===== src/rtl/conv_compute_ctrl.sv =====
// conv_compute_ctrl
// -----------------
// Sequencer for the convolution compute/output stage. It waits for the X and F
// write controls to report full memories, then for each output index j walks
// the taps k = 0..FILTER_N-1 and issues one synchronous read per cycle. The MAC
// accumulator controls follow the reads one cycle later. Each finished output
// is presented on a valid/ready handshake. After the last output it pulses
// mem_wr_done so the write controls rearm for the next vector pair.
//
// Ports
//   clk           rising-edge clock
//   reset         synchronous, active-high reset
//   done_x        X memory fully written (level)
//   done_f        F memory fully written (level)
//   mem_wr_state  high only while the write controls may fill the memories
//   mem_wr_done   one-cycle pulse after the final output has been accepted
//   addr_x        X read address (j + k)
//   addr_f        F read address (k)
//   rd_en         read enable to both memories (1-cycle read latency)
//   acc_load      accumulator <= product (tap 0 data arriving)
//   acc_en        accumulator <= accumulator + product (taps 1.. arriving)
//   m_valid_y     Y output valid
//   m_ready_y     downstream ready for Y
//   done_y        valid cycle of the final output
module conv_compute_ctrl #(
  parameter int INPUT_N     = 16,
  parameter int LG_INPUT_N  = 4,
  parameter int FILTER_N    = 8,
  parameter int LG_FILTER_N = 3
) (
  input  logic                   clk,
  input  logic                   reset,
  input  logic                   done_x,
  input  logic                   done_f,
  output logic                   mem_wr_state,
  output logic                   mem_wr_done,
  output logic [LG_INPUT_N-1:0]  addr_x,
  output logic [LG_FILTER_N-1:0] addr_f,
  output logic                   rd_en,
  output logic                   acc_load,
  output logic                   acc_en,
  output logic                   m_valid_y,
  input  logic                   m_ready_y,
  output logic                   done_y
);

  localparam int OUTPUT_N = INPUT_N - FILTER_N + 1;
  localparam logic [LG_INPUT_N-1:0]  J_LAST = LG_INPUT_N'(OUTPUT_N - 1);
  localparam logic [LG_FILTER_N-1:0] K_LAST = LG_FILTER_N'(FILTER_N - 1);

  // A filter longer than the input leaves no valid output positions.
  generate
    if (FILTER_N > INPUT_N) begin : g_bad_filter_n
      $error("conv_compute_ctrl: FILTER_N (%0d) must not exceed INPUT_N (%0d)",
             FILTER_N, INPUT_N);
    end
    if ((1 << LG_INPUT_N) < INPUT_N) begin : g_bad_lg_input_n
      $error("conv_compute_ctrl: LG_INPUT_N too small for INPUT_N");
    end
    if ((1 << LG_FILTER_N) < FILTER_N) begin : g_bad_lg_filter_n
      $error("conv_compute_ctrl: LG_FILTER_N too small for FILTER_N");
    end
  endgenerate

  typedef enum logic [2:0] {
    S_WRITE,
    S_MAC,
    S_DRAIN,
    S_OUT,
    S_FLUSH
  } state_t;

  state_t                 state_reg, state_next;
  logic [LG_INPUT_N-1:0]  j_reg, j_next;
  logic [LG_FILTER_N-1:0] k_reg, k_next;
  logic                   acc_load_reg;
  logic                   acc_en_reg;

  always_ff @(posedge clk) begin
    if (reset) begin
      state_reg    <= S_WRITE;
      j_reg        <= '0;
      k_reg        <= '0;
      acc_load_reg <= 1'b0;
      acc_en_reg   <= 1'b0;
    end else begin
      state_reg    <= state_next;
      j_reg        <= j_next;
      k_reg        <= k_next;
      // Memory data arrives one cycle after the read; the tap index of that
      // read decides whether the accumulator restarts or keeps summing.
      acc_load_reg <= rd_en & (k_reg == '0);
      acc_en_reg   <= rd_en & (k_reg != '0);
    end
  end

  always_comb begin
    state_next   = state_reg;
    j_next       = j_reg;
    k_next       = k_reg;
    mem_wr_state = 1'b0;
    mem_wr_done  = 1'b0;
    rd_en        = 1'b0;
    m_valid_y    = 1'b0;
    done_y       = 1'b0;

    case (state_reg)
      S_WRITE: begin
        mem_wr_state = 1'b1;
        if (done_x && done_f) begin
          state_next = S_MAC;
          j_next     = '0;
          k_next     = '0;
        end
      end

      S_MAC: begin
        rd_en = 1'b1;
        if (k_reg == K_LAST) begin
          // Wrap explicitly so non-power-of-two filters also restart at 0.
          k_next     = '0;
          state_next = S_DRAIN;
        end else begin
          k_next = k_reg + LG_FILTER_N'(1);
        end
      end

      // One idle cycle lets the final tap's read data reach the accumulator.
      S_DRAIN: begin
        state_next = S_OUT;
      end

      S_OUT: begin
        m_valid_y = 1'b1;
        done_y    = (j_reg == J_LAST);
        if (m_ready_y) begin
          if (j_reg == J_LAST) begin
            state_next = S_FLUSH;
          end else begin
            j_next     = j_reg + LG_INPUT_N'(1);
            k_next     = '0;
            state_next = S_MAC;
          end
        end
      end

      S_FLUSH: begin
        mem_wr_done = 1'b1;
        j_next      = '0;
        state_next  = S_WRITE;
      end

      default: begin
        state_next = S_WRITE;
      end
    endcase
  end

  // j + k peaks at INPUT_N-1, so the sum never wraps in LG_INPUT_N bits.
  assign addr_f   = k_reg;
  assign addr_x   = j_reg + LG_INPUT_N'(k_reg);
  assign acc_load = acc_load_reg;
  assign acc_en   = acc_en_reg;

endmodule


===== config.mk =====
export PLATFORM = sky130hd
export DESIGN_NAME = conv_compute_ctrl
export DESIGN_NICKNAME = d
export VERILOG_FILES = /design/src/rtl/conv_compute_ctrl.sv
export SDC_FILE = /design/constraint.sdc
export NUM_CORES = 1
export LEC_CHECK = 0
export BUFFER_PORTS_ARGS = -buffer_cell sky130_fd_sc_hd__buf_2
export CORE_MARGIN = 2
export CORE_UTILIZATION = 48
export CTS_BUF_LIST = sky130_fd_sc_hd__clkbuf_2 sky130_fd_sc_hd__clkbuf_4 sky130_fd_sc_hd__clkbuf_8
export CTS_CLUSTER_SIZE = 12
export DETAILED_ROUTE_END_ITERATION = 8
export PLACE_DENSITY = 0.81
export SLEW_MARGIN = 20
export SYNTH_ARGS = -nofsm -noshare
export SYNTH_HDL_FRONTEND = slang
export SYNTH_SLANG_ARGS = --single-unit

===== constraint.sdc =====
create_clock -name clk -period 1.6 [get_ports clk]
set_input_delay 0.48 -clock clk [delete_from_list [all_inputs] [get_ports clk]]
set_output_delay 0.48 -clock clk [all_outputs]
set_load 0.03 [all_outputs]

### Word-level counts from Yosys, hierarchy flattened

Index checks and enable logic that the tools add are counted.

| storage, ports and cells | value |
|---|---|
| bits in registers | 12 |
| output and inout bits | 14 |

| operators by class | value |
|---|---|
| add/sub/neg operators | 3 |
| eq/ne operators | 10 |
| mux-type cells | 19 |
| bitwise operators | 2 |
| reductions and logical operators | 9 |

Operators with widths:

| kind | count |
|---|---|
| $mux W3 | 8 |
| $mux W4 | 3 |
| $pmux W3 S4 | 1 |
| $pmux W4 S3 | 1 |
| $pmux W3 S3 | 1 |
| $reduce_bool A3 Y1 | 3 |
| $ne A2 B2 Y1 const B | 4 |
| $reduce_and A4 Y1 | 2 |
| $eq A3 B2 Y1 const B | 2 |
| $eq A3 B3 Y1 const B | 2 |
| $logic_not A3 Y1 | 2 |
| $mux W1 | 5 |
| $add A4 B1 Y4 const B | 1 |
| $add A4 B3 Y4 | 1 |
| $eq A4 B4 Y1 const B | 1 |
| $add A3 B1 Y3 const B | 1 |
| $eq A3 B1 Y1 const B | 1 |
| $reduce_and A3 Y1 | 1 |
| $and A1 B1 Y1 | 2 |
| $logic_and A1 B1 Y1 | 1 |

### Logic depth before layout (Yosys ltp)

| depth | value |
|---|---|
| depth after elaboration | 4 |
| gate-level depth with buffers | 6 |

### Worst setup path after synthesis

OpenSTA, ideal clock, no wires.

| timing | value |
|---|---|
| kind | register to output |
| start | register k_reg[0] (netlist: addr_f[0]) |
| end | output addr_x[2] |
| arrival | 1.572 ns |
| required time | 1.120 ns |
| path slack | -0.452 ns |
| cell stages (with the launch flop) | 4 |
| cell sequence | dfxtp_1 ha_1 fa_1 xor2_1 |

| on the way | value |
|---|---|
| word-level cells in the longest chain between the ends | 1 |

RTL lines:

| what | line | text |
|---|---|---|
| start: declaration | 75 | `logic [LG_FILTER_N-1:0] k_reg, k_next;` |
| start signal: assignment | 89 | `k_reg <= k_next;` |
| $add A4 B3 Y4 | 161 | `assign addr_x = j_reg + LG_INPUT_N'(k_reg);` |
| end: declaration | 37 | `output logic [LG_INPUT_N-1:0] addr_x,` |

No other way between the ends.

### Worst setup path in the final report

| timing | value |
|---|---|
| start | register j_reg[1] |
| end | output addr_x[3] |

| on the way | value |
|---|---|
| word-level cells in the longest chain between the ends | 1 |

RTL lines:

| what | line | text |
|---|---|---|
| start: declaration | 74 | `logic [LG_INPUT_N-1:0] j_reg, j_next;` |
| start signal: assignment | 88 | `j_reg <= j_next;` |
| $add A4 B3 Y4 | 161 |  |

No other way between the ends.

==> impl_results.md <==
- CP arrival: 1.57 ns
- Post-layout instance area: 0.00130 sq mm
- Vias in the first global route: 784
- Deepest clock path buffer count: 2
- Port Buf Inserts: 18
- Antenna violations before repair: 0
- Crit end category: primary output
- Syn_area_per_cell: 9.37 sq um
- Setup slack after layout: -0.455 ns
- Final min period: 2.05 ns
- Post-DP HPWL: 1.37 mm
- CTS tree: yes
- Seq/Total Area, Yosys: 32.1%
- Peak VDD IR: 0.411 mV
- Die ar.: 0.00189 sq mm
- CTS Root Cell: clkbuf_4
- DR vias/cell: 6.09
- Final Cycle Share: 128%
- Crit path launch type: register
- Number of max-cap violations: 0
- Post-DRT Antenna Nets: 0
- Die Width: 43.5 um
- Failing checks: setup timing
- Worst Skew: 0.00662 ns
- Seq cells post-synth: 12
- Ys flop type: dfxtp_1
- Yosys top cell area share: 32.1%
- DRT Wirelength: 2.84 mm
- Dpl ws: -0.174 ns
- Die span in y: 43.5 um
- Final nets: 135
- Drt wl/cell: 21.0 um
- Remaining global-route overflow: 0
- Yosys top cell by area: dfxtp_1
- Ys async rst share: 0%
- Post-synth EDFFs: 0
- Max-Slew Margin vs Limit: 65.8%
- Worst-margin pin slew: 0.509 ns
- CTS Buf Count: 3
- Post-Synthesis Cells: 80
- # hold bufs at CTS: 0
- Clock transition at the registers of the reported paths: 0.08 ns
- Clock Sinks: 12
- IO Pins: 19
- First-pass GRT wire length: 3.72 mm
- Unrepaired setup endpoints after global routing: true
- Leak: 0.000560 uW
- Final hold vios: 0
- Hold WS: 0.410 ns
- Setup violations, final: 14
- Drt pass-1 iters: 4
- Critical Path RT: 1.12 ns
- Mapped Nets: 94
- Slew Viols, Final: 0
- DRC: 0
- Synth-to-layout area growth: 73.1%
- Total GRT Usage: 27.2%
- Area of the mapped netlist: 749 sq um
- Worst-path maximum fanout: 3
- Largest net degree at the start of global routing: 10
- Largest cells by area after synthesis: dfxtp_1 32%, ha_1 13%, inv_1 3.5%
- H-tree depth: 1
- PD cells: 477 mW/mm^2
- Worst setup path class: register to primary output
- Synth unique cells: 34
- Maximum clock frequency: 0.487 GHz
- # diodes: 0
- Yosys warnings: 0
- Vias: 822
- Rows: 14
- Initial DRC count: 11
- Status: finished, violations left
- Largest register FFs: 4
- Core area: 0.00149 sq mm
- Worst min-delay path category: input port to register
- Share of cells above drive strength 1: 64.7%
- Placed Instance Area: 0.00102 sq mm
- Worst skew pair latency: 0.28 ns
- Final GP Congestion: 0.835
- Initial Util: 50.3%
worst max-delay path, cell delays in order (launching register included):
cell	delay (ns)
dfxtp_4	0.38
ha_4	0.20
a21o_1	0.19
a21oi_2	0.23
xnor2_2	0.15
buf_6	0.15
synthesized netlist by cell type, types with 2 or more instances:
master and count:
nand2_1 7, o22ai_1 2, a31oi_1 3, inv_1 7
and2_1 2, a22o_1 3, a21oi_1 3, buf_6 2
a21o_1 2, nor2_1 5, dfxtp_1 12, nor3_1 3
ha_1 8
cell type report:
cell class,count,area [sq um]
clock buffers,3,22.5
fillers,74,191
inverters,7,33.8
multi-input cells,58,643
flip-flops and latches,12,262
well taps,16,20.0
repair buffers,39,317
final timing paths:
| path | depth (start not counted) | startpoint | endpoint | slack (ns) |
|---|---|---|---|---|
| setup / recovery | 5 | j_reg[1] | addr_x[3] | -0.45 |
| hold reg to reg | 1 | j_reg[3] | j_reg[3] | 0.58 |
| setup reg to reg | 10 | j_reg[1] | j_reg[1] | -0.16 |
| hold / removal | 2 | reset | j_reg[1] | 0.41 |
metal layers:
layer	share of wire, %	wire length, um	track usage (%)	vias up
met5	0	0	0	-
met2	55	1550	51.6	33
met4	3.3	95	6.67	0
met3	4.6	130	6.25	12
li1	-	-	-	368
met1	37	1060	30.2	409
timing repair:
item                       4_1_cts  5_1_grt
setup endpoints to repair       11       16
setup buffers                    3        4
cloned                           0        0
pin swaps                        9       11
resized for setup               33       20
power breakdown:
part           internal, uW  total (uW)  switching, uW
Clock                  87.2         195            108
Sequential              299         306           6.59
Combinational          47.2         117           70.3
cell usage in the layout (no fill, tap or decap), types with 4 or more instances in the layout:
| cell | instances |
|---|---|
| buf_6 | 13 |
| buf_2 | 10 |
| clkbuf_4 | 4 |
| nand2_1 | 6 |
| dfxtp_4 | 5 |
| buf_4 | 15 |
| inv_1 | 4 |
| ha_1 | 4 |
| dfxtp_1 | 5 |
| ha_4 | 4 |
metrics by stage:
stage	utilization, %	setup TNS [ns]	total power [uW]	instances
global route	87.1	-2.68	634	135
CTS	78.7	-1.22	591	131
global placement	68.5	-0.386	400	126
finish	87.1	-2.26	618	135
floorplan	-	-0.306	372	80
detailed placement	68.5	-0.567	402	126
logic make-up (layout without fill, tap and decap cells):
| family | count (synthesis) | in the layout | synth area share, % |
|---|---|---|---|
| compound gates | 21 | 21 | 21.7 |
| xor+xnor | 2 | 2 | 2.34 |
| fa+ha+maj | 9 | 9 | 16.0 |
| buf+inv | 10 | 49 | 7.18 |
| flops | 12 | 12 | 32.1 |
| simple gates | 26 | 26 | 20.7 |
Power figures use the tool's default switching activity.
